--- src/rtl/fp32_div_seq.sv ---
// Sequential FP32 divider: radix-2 restoring mantissa divide, round-to-nearest-even.
// Latency: 28 cycles for normal operands, 1 cycle for special cases.
// Backpressure: accepts only in IDLE; the result is held in DONE until out_ready.
module fp32_div_seq (
    input  logic        clk,
    input  logic        rst_n,
    input  logic [31:0] a,
    input  logic [31:0] b,
    input  logic        in_valid,
    output logic        in_ready,
    output logic [31:0] result,
    output logic [3:0]  flags,
    output logic        out_valid,
    input  logic        out_ready
);
    localparam logic [31:0] QNAN = 32'h7FC00000;

    typedef enum logic [1:0] {IDLE, DIV, ROUND, DONE} state_t;
    state_t state, state_nxt;

    logic              sign_q;
    logic signed [9:0] exp_q;
    logic [23:0]       mb_q;
    logic [24:0]       rem_q;
    logic [25:0]       quo_q;
    logic [4:0]        cnt_q;

    // Denormals are treated as zero: an exponent field of 0 means zero.
    logic [7:0] ea, eb;
    logic       a_zero, b_zero, a_inf, b_inf, a_nan, b_nan, sign_in;
    assign ea      = a[30:23];
    assign eb      = b[30:23];
    assign a_zero  = (ea == 8'd0);
    assign b_zero  = (eb == 8'd0);
    assign a_inf   = (ea == 8'hFF) && (a[22:0] == 23'd0);
    assign b_inf   = (eb == 8'hFF) && (b[22:0] == 23'd0);
    assign a_nan   = (ea == 8'hFF) && (a[22:0] != 23'd0);
    assign b_nan   = (eb == 8'hFF) && (b[22:0] != 23'd0);
    assign sign_in = a[31] ^ b[31];

    logic        special;
    logic [31:0] spec_res;
    logic [3:0]  spec_flg;
    always_comb begin
        special  = 1'b1;
        spec_res = '0;
        spec_flg = '0;
        if (a_nan || b_nan) begin
            spec_res = QNAN;
        end else if ((a_zero && b_zero) || (a_inf && b_inf)) begin
            spec_res = QNAN;
            spec_flg = 4'b1000;
        end else if (a_inf) begin
            spec_res = {sign_in, 8'hFF, 23'd0};
        end else if (b_inf) begin
            spec_res = {sign_in, 31'd0};
        end else if (b_zero) begin
            spec_res = {sign_in, 8'hFF, 23'd0};
            spec_flg = 4'b0100;
        end else if (a_zero) begin
            spec_res = {sign_in, 31'd0};
        end else begin
            special = 1'b0;
        end
    end

    // Pre-shifting the dividend keeps the quotient in [1,2), so bit 25 is always the integer bit.
    logic [23:0]       ma, mb;
    logic              ma_lt;
    logic [24:0]       rem_init;
    logic signed [9:0] exp_init;
    assign ma       = {1'b1, a[22:0]};
    assign mb       = {1'b1, b[22:0]};
    assign ma_lt    = (ma < mb);
    assign rem_init = ma_lt ? {ma, 1'b0} : {1'b0, ma};
    assign exp_init = $signed({2'b00, ea}) - $signed({2'b00, eb}) + 10'sd127
                    - (ma_lt ? 10'sd1 : 10'sd0);

    logic        ge;
    logic [24:0] rem_sub;
    assign ge      = (rem_q >= {1'b0, mb_q});
    assign rem_sub = ge ? (rem_q - {1'b0, mb_q}) : rem_q;

    logic [23:0]       mant;
    logic              guard, rnd, sticky, inc, carry;
    logic [22:0]       frac_r;
    logic signed [9:0] exp_r;
    logic [31:0]       round_res;
    logic [3:0]        round_flg;
    assign mant   = quo_q[25:2];
    assign guard  = quo_q[1];
    assign rnd    = quo_q[0];
    assign sticky = |rem_q;
    assign inc    = guard & (rnd | sticky | mant[0]);
    // An all-ones mantissa rounding up wraps the fraction to zero and bumps the exponent.
    assign carry  = inc & (&mant);
    assign frac_r = mant[22:0] + {22'd0, inc};
    assign exp_r  = exp_q + (carry ? 10'sd1 : 10'sd0);

    always_comb begin
        round_res = {sign_q, exp_r[7:0], frac_r};
        round_flg = 4'b0000;
        if (exp_r >= 10'sd255) begin
            round_res = {sign_q, 8'hFF, 23'd0};
            round_flg = 4'b0010;
        end else if (exp_r <= 10'sd0) begin
            round_res = {sign_q, 31'd0};
            round_flg = 4'b0001;
        end
    end

    always_ff @(posedge clk or negedge rst_n) begin
        if (!rst_n) state <= IDLE;
        else        state <= state_nxt;
    end

    always_comb begin
        state_nxt = state;
        case (state)
            IDLE:    if (in_valid) state_nxt = special ? DONE : DIV;
            DIV:     if (cnt_q == 5'd25) state_nxt = ROUND;
            ROUND:   state_nxt = DONE;
            DONE:    if (out_ready) state_nxt = IDLE;
            default: state_nxt = IDLE;
        endcase
    end

    always_comb begin
        in_ready = (state == IDLE);
    end

    always_ff @(posedge clk or negedge rst_n) begin
        if (!rst_n) begin
            sign_q    <= 1'b0;
            exp_q     <= '0;
            mb_q      <= '0;
            rem_q     <= '0;
            quo_q     <= '0;
            cnt_q     <= '0;
            result    <= '0;
            flags     <= '0;
            out_valid <= 1'b0;
        end else begin
            out_valid <= (state_nxt == DONE);
            case (state)
                IDLE: if (in_valid) begin
                    sign_q <= sign_in;
                    exp_q  <= exp_init;
                    mb_q   <= mb;
                    rem_q  <= rem_init;
                    quo_q  <= '0;
                    cnt_q  <= '0;
                    if (special) begin
                        result <= spec_res;
                        flags  <= spec_flg;
                    end
                end
                DIV: begin
                    rem_q <= rem_sub << 1;
                    quo_q <= {quo_q[24:0], ge};
                    cnt_q <= cnt_q + 5'd1;
                end
                ROUND: begin
                    result <= round_res;
                    flags  <= round_flg;
                end
                default: ;
            endcase
        end
    end
endmodule

--- config.mk ---
export PLATFORM = sky130hd
export DESIGN_NAME = fp32_div_seq
export DESIGN_NICKNAME = d
export VERILOG_FILES = /design/src/rtl/fp32_div_seq.sv
export SDC_FILE = /design/constraint.sdc
export NUM_CORES = 1
export LEC_CHECK = 0
export ABC_AREA = 0
export ABC_CLOCK_PERIOD_IN_PS = 7650
export CORE_AREA = 4 4 193 139
export CTS_BUF_LIST = sky130_fd_sc_hd__clkbuf_4 sky130_fd_sc_hd__clkbuf_8
export DETAILED_ROUTE_END_ITERATION = 10
export DIE_AREA = 0 0 197 143
export GPL_TIMING_DRIVEN = 0
export PLACE_DENSITY = 0.66
export REMOVE_ABC_BUFFERS = 1
export SLEW_MARGIN = 20
export SYNTH_ARGS = -nofsm -noshare
export SYNTH_HDL_FRONTEND = slang
export SYNTH_SLANG_ARGS = --single-unit
--- constraint.sdc ---
create_clock -name clk -period 7.65 [get_ports clk]
set_clock_uncertainty 0.15 [all_clocks]
set_input_delay 2.295 -clock clk [delete_from_list [all_inputs] [get_ports clk]]
set_output_delay 2.295 -clock clk [all_outputs]
set_load 0.005 [all_outputs]
Word-level counts from Yosys, hierarchy flattened. Index checks and enable logic that the tools add are counted.

Shift-type cells: 0. Reduce and logical (&&, ||, !) cells: 22. $lt $le $gt $ge: 4. $mul: 0. Add/sub/neg operators: 7. Bitwise logic cells: 5. Div/mod/pow operators: 0. Muxes and demuxes: 42. Eq/ne operators: 9.

Operator list (number): 32-bit 2-to-1 mux (8); 32-bit case mux with 2 select lines (1); 31-bit 2-to-1 mux (2); 26-bit case mux with 2 select lines (1); 25-bit 2-to-1 mux (2); 25-bit case mux with 2 select lines (1); 23-bit zero test (2); 23-bit nonzero test (2); 26-bit 2-to-1 mux (1); 25-bit by 24-bit greater-or-equal comparator with 1-bit output (1); 25-bit OR reduction (1); 24-bit less-than comparator (1); 24-bit 2-to-1 mux (1); 24-bit AND reduction (1); 24-bit subtractor (1); 23-bit by 1-bit adder with 23-bit output (1); 8-bit equality test, second input constant (2); 8-bit zero test (2); 4-bit 2-to-1 mux (4); 10-bit by 2-bit adder with 10-bit output (1); 9-bit by 8-bit adder with 10-bit output, second input constant (1); 10-bit by 9-bit greater-or-equal comparator with 1-bit output, second input constant (1); 10-bit by 1-bit <= comparator with 1-bit output, second input constant (1); 2-bit 2-to-1 mux (5); other kinds (23) (45).

Register bits after elaboration: 130. Bits in writable memories: 0. Word-level logic and storage cells: 99. Memories kept: 0. Bits in read-only memories: 0. Bits in latches: 0.

Longest topological paths before layout.
Word-level depth: 11. Depth in mapped cells: 19. Gate-level depth less buffers: 17.

Worst setup path after synthesis. OpenSTA, ideal clock, no wires.

Path type: input to register. From: in b[9]. To: reg exp_q[9]. Setup time: 110 ps. Setup slack: 1671 ps. Required time: 7390 ps. Path buffers: 2. Arrival time: 5718 ps. Cell stages on the path: 19. Path through: inv_1 > ha_1 > a21o_1 > a21o_1 > a221o_1 > a31oi_1 > o31a_1 > buf_2 > buf_2 > inv_1 > ha_1 > ha_1 > fa_1 > a21o_1 > a21o_1 > a21o_1 > a21oi_1 > nor2b_1 > o41ai_1.

Word-level cells in the longest chain between the ends: 3.

RTL lines: start, declared (RTL line 8) `input logic [31:0] b,`; 24-bit less-than comparator (RTL line 74) `assign ma_lt = (ma < mb);`; 1-bit 2-to-1 mux (RTL line 77) `- (ma_lt ? 10'sd1 : 10'sd0);`; 10-bit by 2-bit subtractor with 10-bit output (RTL line 77); end signal, assigned (RTL line 148) `exp_q <= exp_init;`; end, declared (RTL line 22) `logic signed [9:0] exp_q;`.

No other way between the ends. A chain may end at the register's enable or synchronous reset.

Worst setup path after layout.
From: in b[6]. To: reg exp_q[9].

Same word-level chain as after synthesis.

==> results by group <==
GRT
  • First-pass GRT wire length: 42320 um
  • Gr ovfl total: 0
  • Vias in the first global route: 7686
  • Total Routing Usage GR: 18.76%
  • Initial antenna violation count: 0
  • Pin count of the biggest net entering global routing: 96

Cells and area
  • Multi-input logic area: 5359 sq um
  • Antenna cell count: 0
  • P&R area growth vs syn: 20.52%
  • Total Nets Final: 1296
  • Post-Layout Cell Count: 1502
  • FILL cells: 2507
  • Design Area, Final: 10970 sq um
  • Layout cells sized above 1: 5.807%
  • Flip-flop and latch area: 3253 sq um

Die
  • Rows: 49
  • Die area: 28170 sq um
  • Core area: 25140 sq um
  • Horiz. Die Dim: 197 um
  • Io pins: 106
  • Initial Util: 36.20%
  • DIE HEIGHT: 143 um

Drt
  • First drt pass iteration count: 7
  • Routed vias: 8128
  • Drt total wl: 25900 um
  • Post-route DRC violation count: 0
  • Starting DRT DRC Count: 585
  • ANT nets after route: 0
  • Wirelength per Cell: 17.24 um
  • Via/cell ratio: 5.411

Clocking
  • Hold-fix buffers, CTS: 0
  • Htree depth: 4
  • # Post-CTS Setup Buffers: 0
  • CTS root buffer: clkbuf_8
  • Resized cells post-CTS: 0
  • Max clock buf depth: 2
  • CTS buffer count: 17
  • Clk_lat worst skew: 470 ps
  • TritonCTS clock tree: yes
  • CTS clk-pin slew, worst paths: 80 ps
  • CTS Sinks: 130

Worst setup path
  • Max Fanout on Critical Path: 29
  • Critical Path Sink Type: flop
  • WP data required: 7840 ps
  • Startpoint types: primary input
  • Worst path arrival time: 6950 ps
  • Kind of critical path: in2reg

Place
  • Placed cell area: 10540 sq um
  • Routability congestion estimate: 0.9004
  • DP Cell Count: 1470
  • Place WS: 475.4 ps
  • Post-DP HPWL: 19170 um
  • Port buffer count: 105

Logic synthesis
  • Async SR Flop Fraction: 100.0%
  • Synth Warn #: 0
  • Synthesized flop and latch total: 130
  • Synth Area in Adders: 9.873%
  • Mapped cell area: 9099 sq um
  • Mapped Cells: 1076
  • Post-Synth XOR/XNOR Area: 5.776%
  • Top_reg_cell synth: dfrtp_1
  • Compound-Gate Fraction of Synth Area: 21.31%
  • Post-Synth Simple-Gate Area: 19.22%
  • Post-synth EDFFs: 0
  • Sequential share of the synthesized area: 35.75%
  • Synth Area per Inst: 8.456 sq um
  • Largest family of logic cells by synthesized area: compound AO/OA/AOI/OAI gates
  • Count of cell types in the netlist: 71
  • Post-synthesis mux area share: 2.351%

Pwr
  • Max VDD drop: 151.9 uV
  • Power Density: 419.3 nW/um^2
  • Leak: 4.810 nW

Worst hold path
  • Hold Crit Class: reg2reg

Status
  • Status: completed

Timing
  • Final setup margin: 898.2 ps
  • Min Tclk post-route: 6752 ps
  • Fmax: 148.1 MHz
  • Worst Tran Pin Value: 821.8 ps
  • Fin Hold WS: 327.8 ps
  • Final worst path period share: 88.26%
  • Slew headroom: 45.22%
  • Max-slew violations: 0
  • Setup TNS: 0 ps
  • RSZ-0062 raised after global routing: false
  • Hold Fails Final Rpt: 0
  • Setup violators final: 0

Job
  • Max-capacitance violation count: 0
-- synthesized netlist by cell type (all sizes together), types with 15 or more instances --
cell	n	area share [%]
nand2	169	7.1
dfrtp	130	36
o21ai	127	7.0
inv	76	3.1
ha	67	9.2
nor2	51	2.1
a21oi	46	2.5
clkbuf	34	1.4
nand3	31	1.8
xnor2	31	3.0
xor2	29	2.8
a21o	25	2.1
nor4	24	1.7
nor2b	22	1.5
a211oi	20	1.8
mux2i	18	2.0
nand4	16	1.1
nor3	16	0.88
o22ai	15	1.0
-- cell usage in the layout, fill, tap and decap left out, types with 18 or more instances in the layout --
| cell type | n |
|---|---|
| nand2_1 | 165 |
| a21oi_1 | 46 |
| o21ai_0 | 111 |
| nor2_1 | 49 |
| clkbuf_8 | 18 |
| nand3_1 | 30 |
| a21o_1 | 25 |
| inv_1 | 76 |
| nor4_1 | 24 |
| dfrtp_1 | 130 |
| ha_1 | 67 |
| xor2_1 | 29 |
| nor2b_1 | 22 |
| xnor2_1 | 31 |
| clkdlybuf4s50_1 | 104 |
| a211oi_1 | 18 |
| mux2i_1 | 18 |
-- cells by family (layout without fill, tap and decap cells) --
| group | Yosys count | after routing |
|---|---|---|
| adder cells (fa/ha/maj) | 70 | 70 |
| AND/OR/NAND/NOR | 368 | 368 |
| flip-flops | 130 | 130 |
| buffers and inverters | 125 | 220 |
| XOR/XNOR | 60 | 60 |
| AO/OA/AOI/OAI | 302 | 302 |
| multiplexers | 21 | 21 |
-- worst max-delay path, cell delays in order --
cell and delay [ps]:
clkdlybuf4s50_1 600, inv_1 80, ha_1 190, or3_1 350, a221o_1 320, a31oi_1 430
o31a_2 480, buf_16 220, inv_1 60, ha_1 170, ha_1 200, fa_1 410
a21o_1 200, a21o_1 200, a21o_1 190, a21oi_1 220, nor2b_1 80, o41ai_1 240
-- flip-flops by register name, summed over array words and instances, names as in the netlist --
name	count
cnt_q	5
exp_q	10
flags	4
mb_q	24
out_valid	1
quo_q	26
rem_q	25
result	32
sign_q	1
state	2
-- per-layer routing --
metal  vias up  track usage, %  wire length, um
met3        18           4.151             1933
met5         -               0                0
met2       243           26.33            10460
met4         0           3.428              197
met1      3872           29.56            13310
li1       3995               -                -
-- where the power goes --
part | internal, mW | switching (mW)
clock | 0.341 | 0.313
combinational | 1.19 | 1.46
sequential | 1.01 | 0.284
-- final timing paths --
| check | depth (start not counted) | from | to | slack [ps] |
|---|---|---|---|---|
| min | 2 | mb_q[23] | mb_q[23] | 330 |
| min reg2reg | 2 | mb_q[23] | mb_q[23] | 330 |
| max in group asynchronous | 2 | rst_n | result[11] | 5020 |
| min in group asynchronous | 1 | rst_n | mb_q[11] | 1540 |
| max reg2reg | 14 | quo_q[5] | result[22] | 3040 |
| max | 18 | b[6] | exp_q[9] | 900 |
-- metrics by stage --
step / util [%] / total power [mW]
after floorplan: - / 3.075
after global placement: 41.11 / 3.832
after detailed placement: 41.92 / 3.917
after CTS: 43.62 / 4.591
after global routing: 43.62 / 4.994
final: 43.62 / 4.597
-- cell type report --
cell class | instances | area share [%]
inverters | 77 | 2.636
repair buffers | 111 | 11.14
clock inverters | 13 | 1.586
clock buffers | 19 | 2.328
multi-input cells | 821 | 48.87
flip-flops and latches | 130 | 29.67
well taps | 331 | 3.777
Power figures use the tool's default switching activity.
